[config.mk]
export PLATFORM = sky130hd
export DESIGN_NAME = axilite_reg_slave
export DESIGN_NICKNAME = d
export VERILOG_FILES = /design/src/rtl/axilite_reg_slave.sv
export SDC_FILE = /design/constraint.sdc
export NUM_CORES = 2
export LEC_CHECK = 0
export ABC_AREA = 1
export ABC_CLOCK_PERIOD_IN_PS = 21700
export BUFFER_PORTS_ARGS = -buffer_cell sky130_fd_sc_hd__buf_2
export CORE_MARGIN = 2
export CORE_UTILIZATION = 25
export CTS_CLUSTER_DIAMETER = 50
export DETAILED_ROUTE_END_ITERATION = 10
export HOLD_SLACK_MARGIN = 0.03
export SETUP_SLACK_MARGIN = 0.1
export SLEW_MARGIN = 25
export SYNTH_ARGS = -nofsm -noshare
export SYNTH_HDL_FRONTEND = slang
export SYNTH_SLANG_ARGS = --single-unit
[constraint.sdc]
create_clock -name clk -period 21.7 [get_ports clk]
set_clock_uncertainty 0.15 [all_clocks]
set_input_delay 2.17 -clock clk [delete_from_list [all_inputs] [get_ports clk]]
set_output_delay 2.17 -clock clk [all_outputs]
set_load 0.02 [all_outputs]
[src/rtl/axilite_reg_slave.sv]
// AXI4-Lite register bank responder: NUM_REGS read/write registers with byte
// strobes, OKAY/SLVERR responses, parallel register outputs and write pulses.
module axilite_reg_slave #(
    parameter int unsigned ADDR_WIDTH = 8,
    parameter int unsigned DATA_WIDTH = 32,
    parameter int unsigned NUM_REGS   = 16
) (
    input  logic                           clk,
    input  logic                           rst,
    input  logic [ADDR_WIDTH-1:0]          s_axil_awaddr,
    input  logic                           s_axil_awvalid,
    output logic                           s_axil_awready,
    input  logic [DATA_WIDTH-1:0]          s_axil_wdata,
    input  logic [DATA_WIDTH/8-1:0]        s_axil_wstrb,
    input  logic                           s_axil_wvalid,
    output logic                           s_axil_wready,
    output logic [1:0]                     s_axil_bresp,
    output logic                           s_axil_bvalid,
    input  logic                           s_axil_bready,
    input  logic [ADDR_WIDTH-1:0]          s_axil_araddr,
    input  logic                           s_axil_arvalid,
    output logic                           s_axil_arready,
    output logic [DATA_WIDTH-1:0]          s_axil_rdata,
    output logic [1:0]                     s_axil_rresp,
    output logic                           s_axil_rvalid,
    input  logic                           s_axil_rready,
    output logic [NUM_REGS*DATA_WIDTH-1:0] regs_o,
    output logic [NUM_REGS-1:0]            wr_pulse_o
);

    localparam int unsigned STRB_W = DATA_WIDTH / 8;
    localparam int unsigned OFFS_W = $clog2(STRB_W);
    localparam int unsigned IDX_W  = ADDR_WIDTH - OFFS_W;
    localparam logic [1:0]  RESP_OKAY   = 2'b00;
    localparam logic [1:0]  RESP_SLVERR = 2'b10;

    logic [DATA_WIDTH-1:0] regs [NUM_REGS];

    // Held write beats waiting for their partner channel
    logic                  aw_held;
    logic [IDX_W-1:0]      aw_idx_q;
    logic                  w_held;
    logic [DATA_WIDTH-1:0] w_data_q;
    logic [STRB_W-1:0]     w_strb_q;

    logic                  aw_hs;
    logic                  w_hs;
    logic                  ar_hs;
    logic                  commit;
    logic [IDX_W-1:0]      w_idx;
    logic [DATA_WIDTH-1:0] w_data;
    logic [STRB_W-1:0]     w_strb;
    logic                  w_in_range;
    logic [IDX_W-1:0]      ar_idx;
    logic                  ar_in_range;
    logic [DATA_WIDTH-1:0] rd_val;
    logic                  unused_addr_bits;

    // Byte-offset address bits carry no information for word registers
    assign unused_addr_bits = ^{s_axil_awaddr[OFFS_W-1:0], s_axil_araddr[OFFS_W-1:0]};

    // Ready signals depend only on registered state
    assign s_axil_awready = !aw_held && !s_axil_bvalid;
    assign s_axil_wready  = !w_held && !s_axil_bvalid;
    assign s_axil_arready = !s_axil_rvalid;

    assign aw_hs  = s_axil_awvalid && s_axil_awready;
    assign w_hs   = s_axil_wvalid && s_axil_wready;
    assign ar_hs  = s_axil_arvalid && s_axil_arready;
    assign commit = (aw_held || aw_hs) && (w_held || w_hs) && !s_axil_bvalid;

    // Effective write beat: held copy if already captured, else live bus
    assign w_idx      = aw_held ? aw_idx_q : s_axil_awaddr[ADDR_WIDTH-1:OFFS_W];
    assign w_data     = w_held ? w_data_q : s_axil_wdata;
    assign w_strb     = w_held ? w_strb_q : s_axil_wstrb;
    assign w_in_range = 32'(w_idx) < NUM_REGS;

    assign ar_idx      = s_axil_araddr[ADDR_WIDTH-1:OFFS_W];
    assign ar_in_range = 32'(ar_idx) < NUM_REGS;

    // Read mux over the register bank
    always_comb begin
        rd_val = '0;
        for (int i = 0; i < int'(NUM_REGS); i++) begin
            if (ar_idx == IDX_W'(i)) rd_val = regs[i];
        end
    end

    // Flatten register bank onto the parallel output bus
    always_comb begin
        regs_o = '0;
        for (int i = 0; i < int'(NUM_REGS); i++) begin
            regs_o[i*DATA_WIDTH +: DATA_WIDTH] = regs[i];
        end
    end

    // Write-channel capture flags and B response
    always_ff @(posedge clk or posedge rst) begin
        if (rst) begin
            aw_held       <= 1'b0;
            aw_idx_q      <= '0;
            w_held        <= 1'b0;
            w_data_q      <= '0;
            w_strb_q      <= '0;
            s_axil_bvalid <= 1'b0;
            s_axil_bresp  <= RESP_OKAY;
        end else begin
            if (s_axil_bvalid && s_axil_bready) s_axil_bvalid <= 1'b0;
            if (commit) begin
                aw_held       <= 1'b0;
                w_held        <= 1'b0;
                s_axil_bvalid <= 1'b1;
                s_axil_bresp  <= w_in_range ? RESP_OKAY : RESP_SLVERR;
            end else begin
                if (aw_hs) begin
                    aw_held  <= 1'b1;
                    aw_idx_q <= s_axil_awaddr[ADDR_WIDTH-1:OFFS_W];
                end
                if (w_hs) begin
                    w_held   <= 1'b1;
                    w_data_q <= s_axil_wdata;
                    w_strb_q <= s_axil_wstrb;
                end
            end
        end
    end

    // Register bank update with byte strobes and per-register write pulse
    always_ff @(posedge clk or posedge rst) begin
        if (rst) begin
            wr_pulse_o <= '0;
            for (int i = 0; i < int'(NUM_REGS); i++) regs[i] <= '0;
        end else begin
            wr_pulse_o <= '0;
            if (commit && w_in_range) begin
                for (int i = 0; i < int'(NUM_REGS); i++) begin
                    if (w_idx == IDX_W'(i)) begin
                        wr_pulse_o[i] <= 1'b1;
                        for (int b = 0; b < int'(STRB_W); b++) begin
                            if (w_strb[b]) regs[i][b*8 +: 8] <= w_data[b*8 +: 8];
                        end
                    end
                end
            end
        end
    end

    // Read response: data sampled in the AR handshake cycle
    always_ff @(posedge clk or posedge rst) begin
        if (rst) begin
            s_axil_rvalid <= 1'b0;
            s_axil_rdata  <= '0;
            s_axil_rresp  <= RESP_OKAY;
        end else begin
            if (s_axil_rvalid && s_axil_rready) s_axil_rvalid <= 1'b0;
            if (ar_hs) begin
                s_axil_rvalid <= 1'b1;
                s_axil_rdata  <= ar_in_range ? rd_val : '0;
                s_axil_rresp  <= ar_in_range ? RESP_OKAY : RESP_SLVERR;
            end
        end
    end

endmodule

==> run metrics <==
status finished clean; Post-synth EDFFs 0; final instance area 0.0344 sq mm; Via density 4.83; Layout area overhead 29.5%; chip width 330 um; Rows 119; number of global-route vias before repair 24269; most frequent cell after synthesis nand2_1; IO buf count 621; leak pwr 17.6 nW; Post-DP Area 0.0312 sq mm; WL/cell 24.8 um; Worst-path clk slew 0.06 ns; Total GRT Usage 0.236; Clk Latency, worst-skew pair 0.66 ns; crit path launch type input port; post-synthesis sequential area ratio 0.573; Relative slew margins 0.284; power after layout 3.82 mW; Syn. warnings 0; max_cap viols 0; final antenna-violating net count 0; largest net degree at the start of global routing 105; DR vias 25618; critical path endpoint category register; Synth Flop Type dfrtp_1; cell accounting for the most synthesized area dfrtp_1; initial core utilization 0.252; drt first-iter violations 1943; Clock Tree Root clkbuf_16; crit path DAT 5.62 ns; Avg Cell Area, Syn 8.19 sq um; initial antenna violation count 17; Clock Path Buffers 3; Final nets 3890; CP required 22.14 ns; crit path kind input port to register; Hold WC Path Type register to register; PwrDens 111 mW/mm^2; commonest cells in the netlist nand2_1, dfrtp_1, o21ai_0; RePlAce Congestion 0.886; final worst-path cycle share 0.239; final setup fails 0; critical-path maximum fanout 21; drt pass-1 iters 6; unrepaired setup endpoints after global routing no; Area contributors post-synth dfrtp_1, nand2_1, o21ai_0; grt ovf 0; Resized cells post-CTS 0; DP HPWL 96400 um; Worst-Margin Slew 1.07 ns; CTS sink count 608; Die Y 330 um; setup TNS 0 ns; Hold Violations, Final 0; # IOs 628; post-synthesis register bit count 608; Remaining DRCs 0; fraction of registers with async set/reset 1.00; post-CTS setup buffer count 0; max-slew violations 0; CTS tree done; Achievable Freq 0.193 GHz; cell area after synthesis 0.0266 sq mm; Core Box Area 0.105 sq mm; final critical path time including I/O delays and setup 5.18 ns; post-synth cell types 25; Gate Count Post-Synth 3242; share of the synthesized area in the top cell type 0.573; worst vdd ir 0.0649 mV; WL final 132000 um; CTS Buf Count 92; Filler cells 11157; cts hold-fix bufs 0; # H-tree levels 3; die area 0.109 sq mm; share of cells above drive strength 1 0.234; first-pass GRT wire length 182000 um
-- worst max-delay path, cell delays in order --
cell and delay (ns):
buf_2 0.14, inv_1 0.07, nor2_1 0.80, nand2_1 0.46, nor2_4 0.79, buf_4 0.48, a21oi_1 0.14, nand4_1 0.24
nand2_1 0.11, nand2_1 0.10, nand2_1 0.06, nand2_1 0.05
-- area by class of cell --
cell class              instances  area [sq um]  area share
repair buffers                672          3540       0.103
clock inverters                58           562      0.0163
well taps                    1391          1740      0.0506
multi-input cells            2215          9890       0.287
flip-flops and latches        608         15200       0.442
inverters                     242           916      0.0266
clock buffers                 113          2510      0.0731
diodes                          6          15.0    0.000437
-- cell families after synthesis --
kind of cell,synth area share
AOI/OAI and AO/OA,0.135
buffers and inverters,0.0608
DFF,0.573
muxes,0.00254
other,0.000141
and+or+nand+nor,0.228
-- power breakdown --
group	leakage, nW	internal, mW	switching [mW]
logic	8.03	0.216	0.647
clock network	1.49	0.889	0.606
registers	8.08	1.31	0.151
total	17.6	2.42	1.40
-- layer usage --
metal | up-vias | part of all wire | track usage | routed length, um
li1 | 11736 | - | - | -
met4 | 6 | 0.040 | 0.0982 | 5240
met3 | 251 | 0.076 | 0.0578 | 10000
met1 | 12562 | 0.42 | 0.305 | 55700
met5 | - | 0.00030 | 0 | 39
met2 | 1063 | 0.46 | 0.377 | 60700
-- sequential cells by signal, indices dropped and copies added (netlist names) --
register	cells
w_data_q	32
regs_o	512
s_axil_rdata	32
aw_held	1
s_axil_bvalid	1
s_axil_rvalid	1
s_axil_bresp	1
wr_pulse_o	16
w_strb_q	4
aw_idx_q	6
s_axil_rresp	1
w_held	1
-- through the flow --
step | hold slack, ns | setup slack [ns] | utilization | cells
after floorplan | 0.303 | 2.36 | - | 3243
after global placement | 0.311 | 15.77 | 0.297 | 5126
after detailed placement | 0.311 | 15.66 | 0.297 | 5127
after CTS | 0.328 | 16.37 | 0.326 | 5298
after global routing | 0.351 | 16.26 | 0.327 | 5303
final | 0.322 | 16.52 | 0.327 | 5305
-- cells in the final DEF, fill, tap and decap left out, drive strengths merged --
| cell | instances |
|---|---|
| nand2 | 1001 |
| buf | 672 |
| dfrtp | 608 |
| o21ai | 546 |
| nor2 | 268 |
| inv | 267 |
| a21oi | 169 |
| clkbuf | 113 |
| nand4 | 103 |
| nand3 | 85 |
| or2 | 28 |
| clkinv | 16 |
| clkinvlp | 13 |
| diode | 6 |
| mux2 | 6 |
| bufinv | 4 |
| nor3 | 4 |
| conb | 2 |
| or3 | 1 |
| o31ai | 1 |
| nor4 | 1 |
-- final timing paths --
kind / startpoint / end / slack (ns) / cells past startpoint
worst max-delay path: s_axil_araddr[2] / s_axil_rdata[25]$_DFFE_PP0P_ / 16.52 / 12
worst min-delay path: s_axil_rdata[13]$_DFFE_PP0P_ / s_axil_rdata[13]$_DFFE_PP0P_ / 0.32 / 2
worst max register to register: w_held$_DFFE_PP0P_ / regs_o[81]$_DFFE_PP0P_ / 17.45 / 8
worst min register to register: s_axil_rdata[13]$_DFFE_PP0P_ / s_axil_rdata[13]$_DFFE_PP0P_ / 0.32 / 2
max in group asynchronous: rst / regs_o[234]$_DFFE_PP0P_ / 17.32 / 5
min in group asynchronous: rst / w_data_q[24]$_DFFE_PP0P_ / 1.50 / 2
Note: power is estimated with default switching activity, not from simulation.
